<file path="config.mk">
export PLATFORM = sky130hd
export DESIGN_NAME = multicycle_main_fsm
export DESIGN_NICKNAME = d
export VERILOG_FILES = /design/src/rtl/riscv_ctrl_pkg.sv /design/src/rtl/multicycle_main_fsm.sv
export SDC_FILE = /design/constraint.sdc
export NUM_CORES = 1
export LEC_CHECK = 0
export BUFFER_PORTS_ARGS = -buffer_cell sky130_fd_sc_hd__buf_4
export CAP_MARGIN = 20
export CORE_MARGIN = 4
export CORE_UTILIZATION = 44
export CTS_CLUSTER_DIAMETER = 200
export CTS_CLUSTER_SIZE = 30
export DETAILED_ROUTE_END_ITERATION = 12
export HOLD_SLACK_MARGIN = 0.1
export PLACE_DENSITY = 0.74
export SYNTH_ARGS = -nofsm -noshare
export SYNTH_HDL_FRONTEND = slang
export SYNTH_SLANG_ARGS = --single-unit
</file>
<file path="constraint.sdc">
create_clock -name clk -period 1.4 [get_ports clk]
set_input_delay 0.14 -clock clk [delete_from_list [all_inputs] [get_ports clk]]
set_output_delay 0.14 -clock clk [all_outputs]
set_load 0.03 [all_outputs]
</file>
<file path="src/rtl/riscv_ctrl_pkg.sv">
// Shared control encodings for the multicycle RV32I controller: main FSM states,
// opcodes and the datapath select / ALU-op codes also used by the ALU decoder.
package riscv_ctrl_pkg;

  typedef enum logic [3:0] {
    S_FETCH    = 4'd0,
    S_DECODE   = 4'd1,
    S_MEMADR   = 4'd2,
    S_MEMREAD  = 4'd3,
    S_MEMWB    = 4'd4,
    S_MEMWRITE = 4'd5,
    S_EXECR    = 4'd6,
    S_EXECI    = 4'd7,
    S_ALUWB    = 4'd8,
    S_BEQ      = 4'd9,
    S_JAL      = 4'd10,
    S_LUI      = 4'd11
  } state_t;

  localparam logic [6:0] OP_LW    = 7'b0000011;
  localparam logic [6:0] OP_SW    = 7'b0100011;
  localparam logic [6:0] OP_RTYPE = 7'b0110011;
  localparam logic [6:0] OP_ITYPE = 7'b0010011;
  localparam logic [6:0] OP_BEQ   = 7'b1100011;
  localparam logic [6:0] OP_JAL   = 7'b1101111;
  localparam logic [6:0] OP_LUI   = 7'b0110111;

  localparam logic [1:0] ALU_OP_ADD    = 2'b00;
  localparam logic [1:0] ALU_OP_SUB    = 2'b01;
  localparam logic [1:0] ALU_OP_FUNCT  = 2'b10;
  localparam logic [1:0] ALU_OP_PASS_B = 2'b11;

  localparam logic [1:0] RESULT_ALU_OUT    = 2'b00;
  localparam logic [1:0] RESULT_MEM_DATA   = 2'b01;
  localparam logic [1:0] RESULT_ALU_RESULT = 2'b10;

  localparam logic [1:0] SRC_A_PC     = 2'b00;
  localparam logic [1:0] SRC_A_OLD_PC = 2'b01;
  localparam logic [1:0] SRC_A_RS1    = 2'b10;

  localparam logic [1:0] SRC_B_RS2  = 2'b00;
  localparam logic [1:0] SRC_B_IMM  = 2'b01;
  localparam logic [1:0] SRC_B_FOUR = 2'b10;

  function automatic logic is_supported_op(input logic [6:0] opcode);
    return (opcode == OP_LW) || (opcode == OP_SW) || (opcode == OP_RTYPE) ||
           (opcode == OP_ITYPE) || (opcode == OP_BEQ) || (opcode == OP_JAL) ||
           (opcode == OP_LUI);
  endfunction

endpackage

</file>
<file path="src/rtl/multicycle_main_fsm.sv">
// Main control FSM of the multicycle RV32I core (fetch/decode/execute/mem/writeback).
// Define MAIN_FSM_MEM_WAIT_EN to add mem_ready wait states on memory accesses.
module multicycle_main_fsm
  import riscv_ctrl_pkg::*;
#(
  parameter state_t RESET_STATE = S_FETCH
) (
  input  logic       clk,
  input  logic       rst_n,
  input  logic [6:0] op,
  input  logic       zero,
`ifdef MAIN_FSM_MEM_WAIT_EN
  input  logic       mem_ready,
`endif
  output logic       pc_write,
  output logic       adr_src,
  output logic       mem_write,
  output logic       ir_write,
  output logic       reg_write,
  output logic [1:0] result_src,
  output logic [1:0] alu_src_a,
  output logic [1:0] alu_src_b,
  output logic [1:0] alu_op,
  output logic       illegal_op,
  output logic [3:0] state
);

  state_t state_q, state_d;
  logic   mem_rdy;
  logic   pc_update, branch, mem_write_s, ir_write_s, reg_write_s;

`ifdef MAIN_FSM_MEM_WAIT_EN
  assign mem_rdy = mem_ready;
`else
  assign mem_rdy = 1'b1;
`endif

  always_ff @(posedge clk or negedge rst_n) begin
    if (!rst_n) state_q <= RESET_STATE;
    else        state_q <= state_d;
  end

  always_comb begin
    state_d = S_FETCH;
    case (state_q)
      S_FETCH:    state_d = mem_rdy ? S_DECODE : S_FETCH;
      S_DECODE: begin
        case (op)
          OP_LW, OP_SW: state_d = S_MEMADR;
          OP_RTYPE:     state_d = S_EXECR;
          OP_ITYPE:     state_d = S_EXECI;
          OP_BEQ:       state_d = S_BEQ;
          OP_JAL:       state_d = S_JAL;
          OP_LUI:       state_d = S_LUI;
          default:      state_d = S_FETCH;
        endcase
      end
      S_MEMADR:   state_d = (op == OP_SW) ? S_MEMWRITE : S_MEMREAD;
      S_MEMREAD:  state_d = mem_rdy ? S_MEMWB : S_MEMREAD;
      S_MEMWB:    state_d = S_FETCH;
      S_MEMWRITE: state_d = mem_rdy ? S_FETCH : S_MEMWRITE;
      S_EXECR:    state_d = S_ALUWB;
      S_EXECI:    state_d = S_ALUWB;
      S_ALUWB:    state_d = S_FETCH;
      S_BEQ:      state_d = S_FETCH;
      S_JAL:      state_d = S_ALUWB;
      S_LUI:      state_d = S_ALUWB;
      default:    state_d = S_FETCH;
    endcase
  end

  always_comb begin
    pc_update   = 1'b0;
    branch      = 1'b0;
    adr_src     = 1'b0;
    mem_write_s = 1'b0;
    ir_write_s  = 1'b0;
    reg_write_s = 1'b0;
    result_src  = RESULT_ALU_OUT;
    alu_src_a   = SRC_A_PC;
    alu_src_b   = SRC_B_RS2;
    alu_op      = ALU_OP_ADD;
    illegal_op  = 1'b0;
    case (state_q)
      S_FETCH: begin
        ir_write_s = mem_rdy;
        pc_update  = mem_rdy;
        alu_src_b  = SRC_B_FOUR;
        result_src = RESULT_ALU_RESULT;
      end
      S_DECODE: begin
        alu_src_a  = SRC_A_OLD_PC;
        alu_src_b  = SRC_B_IMM;
        illegal_op = !is_supported_op(op);
      end
      S_MEMADR: begin
        alu_src_a = SRC_A_RS1;
        alu_src_b = SRC_B_IMM;
      end
      S_MEMREAD: adr_src = 1'b1;
      S_MEMWB: begin
        result_src  = RESULT_MEM_DATA;
        reg_write_s = 1'b1;
      end
      S_MEMWRITE: begin
        adr_src     = 1'b1;
        mem_write_s = 1'b1;
      end
      S_EXECR: begin
        alu_src_a = SRC_A_RS1;
        alu_op    = ALU_OP_FUNCT;
      end
      S_EXECI: begin
        alu_src_a = SRC_A_RS1;
        alu_src_b = SRC_B_IMM;
        alu_op    = ALU_OP_FUNCT;
      end
      S_ALUWB: reg_write_s = 1'b1;
      S_BEQ: begin
        alu_src_a = SRC_A_RS1;
        alu_op    = ALU_OP_SUB;
        branch    = 1'b1;
      end
      S_JAL: begin
        alu_src_a = SRC_A_OLD_PC;
        alu_src_b = SRC_B_FOUR;
        pc_update = 1'b1;
      end
      S_LUI: begin
        alu_src_b = SRC_B_IMM;
        alu_op    = ALU_OP_PASS_B;
      end
      default: ;
    endcase
  end

  // Selects still show the S_FETCH values during reset, but every write enable is forced low.
  assign pc_write  = rst_n & (pc_update | (branch & zero));
  assign mem_write = rst_n & mem_write_s;
  assign ir_write  = rst_n & ir_write_s;
  assign reg_write = rst_n & reg_write_s;
  assign state     = state_q;

endmodule

</file>
==> flow_metrics.py, run 1 <==
metrics = {
    "status": {
        "status": "did not finish",
        "stop_stage": "global routing",
        "error": "[ERROR DPL-0038] Utilization greater than 100%, impossible to legalize",
    },
    "floorplan": {
        "boundaryPins": 28,
        "fp.dieW_um": 44.01,
        "die_h_um": 44.01,
        "start_util": 0.4935,
        "rows": 12,
    },
    "cts": {
        "clock-sinks": 4,
        "cts.htree.levels": 1,
        "cts-root-buf": "clkbuf_4",
        "clockBufferDepth": 2,
        "cts_made_buffers": 3,
    },
    "logic_synthesis": {
        "synth_common_cells": "13 x nand2_1, 7 x a21oi_1, 5 x nor2_1, 5 x nor3_1",
        "yosys.cell_types.count": 33,
        "synth_area_leader_cell": "dfrtp_1",
        "synth.top_cell.area_share": 0.1754,
        "ys.flop_type": "dfrtp_1",
        "synth_nets": 88,
        "synthCells": 78,
        "syn_area_um2": 570.5,
        "synth_warnings": 0,
        "synth_area_leaders": "dfrtp_1 18%, nand2_1 8.6%, a21oi_1 6.1%, nand2b_1 4.4%, nor3_1 4.4%",
        "ys_seq_elements": 4,
        "synth_async_sr_flop_share": 1.000,
        "avgSynthCellArea_um2": 7.315,
        "yosysSeqAreaShare": 0.1754,
        "synth_edf_count": 0,
        "yosysMostFrequentCell": "nand2_1",
    },
    "place": {
        "dp_hpwl_mm": 1.239,
        "finalWeightedCongestion": 0.7883,
        "io_buffers": 27,
        "placed_cells": 123,
    },
    "global_route": {
        "grt_max_degree": 15,
    },
    "timing": {
        "postGrtWorstEndpoint": "pc_write",
        "worst_endpoint_kind": "output port",
    },
}
[metrics by stage]
step	worst slack, ns	instance area, um^2
4_1_cts	-0.1950	1036
3_5_place_dp	0.005958	899.6
3_3_place_gp	0.03831	899.6
2_1_floorplan	-0.1850	663.1
[logic make-up after synthesis]
group | Yosys count | synth area share
AO/OA/AOI/OAI | 19 | 0.2369
multiplexers | 2 | 0.03509
flip-flops | 4 | 0.1754
AND/OR/NAND/NOR | 41 | 0.4057
XOR/XNOR | 3 | 0.04606
buffers and inverters | 9 | 0.1009
[what timing repair did]
action                                  4_1_cts
pin swaps                                     1
gates cloned                                  0
resized for setup                            12
endpoints found under the hold margin         4
endpoints found under the setup margin       14
setup buffers                                 8
hold buffers                                  1
==> inputs of run 2 (changes only) <==
--- a/config.mk
+++ b/config.mk
@@ -7,13 +7,10 @@
 export LEC_CHECK = 0
 export BUFFER_PORTS_ARGS = -buffer_cell sky130_fd_sc_hd__buf_4
 export CAP_MARGIN = 20
-export CORE_MARGIN = 4
-export CORE_UTILIZATION = 44
-export CTS_CLUSTER_DIAMETER = 200
-export CTS_CLUSTER_SIZE = 30
+export CORE_AREA = 4 4 65 67
 export DETAILED_ROUTE_END_ITERATION = 12
-export HOLD_SLACK_MARGIN = 0.1
-export PLACE_DENSITY = 0.74
+export DIE_AREA = 0 0 69 71
+export PLACE_DENSITY_LB_ADDON = 0.15
 export SYNTH_ARGS = -nofsm -noshare
 export SYNTH_HDL_FRONTEND = slang
 export SYNTH_SLANG_ARGS = --single-unit
==> flow_metrics.py, run 2 <==
metrics = {
    "setup_path": {
        "startpoint": "state[0]",
        "regToRegSetupSlack_ns": 0.16,
        "arrival_ns": 1.43,
        "critPathMaxFanout": 4,
        "critPathKind": "reg -> out",
        "r2r_cells": 4,
        "r2r-start": "state[1]",
        "endpoint_kind": "output pin",
        "cp_data_required_time_ns": 1.26,
        "worst_setup_path_start_kind": "flip-flop",
        "worstReg2RegEnd": "state[1]",
    },
    "timing": {
        "hold_viol_final": 0,
        "rsz0062_at_grt": "true",
        "setup_slack_ns": -0.1658,
        "setup_viol": 12,
        "max_freq_mhz": 638.7,
        "slew_headroom": 0.7104,
        "fin_crit_sh": 1.118,
        "setup-tns-final_ns": -1.123,
        "tightestPinTransition_ns": 0.4311,
        "fin_crit_ns": 1.566,
        "skew_ns": 0.006165,
        "slew_viol_final": 0,
    },
    "logic_synthesis": {
        "synth_warnings": 0,
        "synth_async_sr_flop_share": 1.000,
        "yosys.cell_types.count": 33,
        "ys.flop_type": "dfrtp_1",
        "ys_seq_elements": 4,
        "synth_area_leaders": "dfrtp_1 18%, nand2_1 8.6%, a21oi_1 6.1%, nand2b_1 4.4%, nor3_1 4.4%",
        "synth.top_cell.area_share": 0.1754,
        "synth_nets": 88,
        "synth_common_cells": "13 x nand2_1, 7 x a21oi_1, 5 x nor2_1, 5 x nor3_1",
        "syn_area_um2": 570.5,
        "synthCells": 78,
        "yosysSeqAreaShare": 0.1754,
        "synth_area_leader_cell": "dfrtp_1",
        "avgSynthCellArea_um2": 7.315,
        "synth_edf_count": 0,
        "yosysMostFrequentCell": "nand2_1",
    },
    "routing": {
        "drcViolationCount": 0,
        "vias": 711,
        "via_per_inst": 4.257,
        "detail-route-antenna-nets": 0,
        "wl_mm": 2.033,
        "firstDrtPassIters": 4,
        "wl_per_cell_um": 12.17,
        "drt_first_iter_violations": 23,
    },
    "pwr": {
        "netSwitchingFraction": 0.4589,
        "cellPowerDensity_mw_per_mm2": 1414,
        "clkPwrFrac": 0.146,
        "leakage_nw": 0.5224,
        "p_comb_frac": 0.746,
        "p_switching_w": 0.0007478,
        "power_frac_seq": 0.107,
        "irDropWorstVdd_v": 0.0004671,
        "power.internal_w": 0.0008819,
    },
    "cts": {
        "cts_tree": "built",
        "clk_transition_reported_paths_ns": 0.03,
        "cts-root-buf": "clkbuf_8",
        "clock-sinks": 4,
        "cts.htree.levels": 1,
        "clockBufferDepth": 2,
        "cts_made_buffers": 3,
        "worstSkewPairLatency_ns": 0.22,
    },
    "floorplan": {
        "dieArea_mm2": 0.004899,
        "fp.dieW_um": 69,
        "core_mm2": 0.003633,
        "rows": 22,
        "start_util": 0.1570,
        "boundaryPins": 28,
        "die_h_um": 71,
    },
    "worst_hold_path": {
        "hold_path_class": "in -> reg",
        "worstHoldPathCells": 3,
        "min_from": "op[5]",
        "min_delay_worst_endpoint": "state[3]",
    },
    "finish": {
        "final_common_cell": "buf_4",
        "area_growth_pct": 102.0,
        "diodes": 0,
        "final_layout_size_suffix_gt1_frac": 0.6218,
        "nets": 131,
        "finalCoreUtilization": 0.3171,
        "layout_common_cells": "30 x buf_4, 12 x buf_6, 10 x nand2_1",
        "largest_reg_flops": 4,
    },
    "global_route": {
        "grt_max_degree": 14,
        "grt_pass1_wl_mm": 3.312,
        "antenna_found_initial": 0,
        "grt-ovfl-total": 0,
        "grt_usage": 0.08068,
        "grt_pass1_vias": 749,
    },
    "status": {
        "status": "finished with violations",
        "violations": "negative setup slack",
    },
    "place": {
        "io_buffers": 27,
        "finalWeightedCongestion": 0.7795,
        "dp_hpwl_mm": 1.515,
    },
    "flow_run": {
        "maxCapViolCount": 0,
    },
}
==> run 2: cell counts after synthesis <==
No cell type changed its count.
==> run 2: how the worst max path moves through the flow <==
stage,to,slack (ns),cells past startpoint
after floorplan,ir_write,-0.19,3
after global placement,pc_write,0.03,4
after detailed placement,pc_write,0.002,4
after CTS,pc_write,-0.17,4
after global routing,alu_src_b[1],-0.21,4
final,pc_write,-0.17,4
==> run 2: layer usage <==
metal | vias to the layer above | global-route usage | part of all wire
li1 | 355 | - | -
met1 | 331 | 0.09596 | 0.45
met2 | 25 | 0.1441 | 0.49
met3 | 0 | 0.02983 | 0.064
met4 | 0 | 0.006508 | 0
met5 | - | 0 | 0
==> run 2: worst max-delay path: stages, from the launching register on <==
cell       delay, ns
dfrtp_2         0.41
and2b_2         0.26
a21oi_2         0.05
a2111oi_4       0.28
buf_4           0.21
==> run 2: power groups by stage <==
| stage | Combinational, W | Clock [W] | Sequential (W) |
|---|---|---|---|
| detailed placement | 0.00108 | 0 | 0.000177 |
| CTS | 0.00119 | 0.000246 | 0.000179 |
| global placement | 0.00107 | 0 | 0.000174 |
| floorplan | 0.000669 | 0 | 0.000209 |
| finish | 0.00122 | 0.000239 | 0.000175 |
| global route | 0.00130 | 0.000259 | 0.000179 |
==> run 2: final cells by class <==
| class | count | area, um^2 |
|---|---|---|
| fillers | 409 | 2481 |
| multi-input cells | 65 | 555.5 |
| repair buffers | 43 | 370.4 |
| flip-flops and latches | 4 | 110.1 |
| well taps | 48 | 60.06 |
| clock buffers | 3 | 41.29 |
| inverters | 4 | 15.01 |
==> run 2: cell families after synthesis <==
logic type                count (synthesis)  synth area share
DFF                                       4            0.1754
xor gates and xnor gates                  3           0.04606
and+or+nand+nor                          41            0.4057
AOI/OAI and AO/OA                        19            0.2369
buffers and inverters                     9            0.1009
muxes                                     2           0.03509
==> run 2: repair_timing <==
item	4_1_cts	5_1_grt
buffers inserted	6	2
hold buffers	1	0
endpoints found under the hold margin	4	0
endpoints found under the setup margin	13	14
pin swaps	5	4
resized for setup	15	15
==> run 2: per-stage QoR <==
stage	total power [W]	hold WS, ns	instance area, um^2	setup WS [ns]	instances
2_1_floorplan	0.0008788	-0.1556	663.1	-0.1850	78
4_1_cts	0.001618	0.2429	1095	-0.1661	167
3_5_place_dp	0.001255	-0.04781	942.2	0.002358	157
6_report	0.001630	0.2449	1152	-0.1658	167
3_3_place_gp	0.001247	-0.05114	942.2	0.02936	157
5_1_grt	0.001737	0.2393	1152	-0.2077	167
Note: power is estimated with default switching activity, not from simulation.
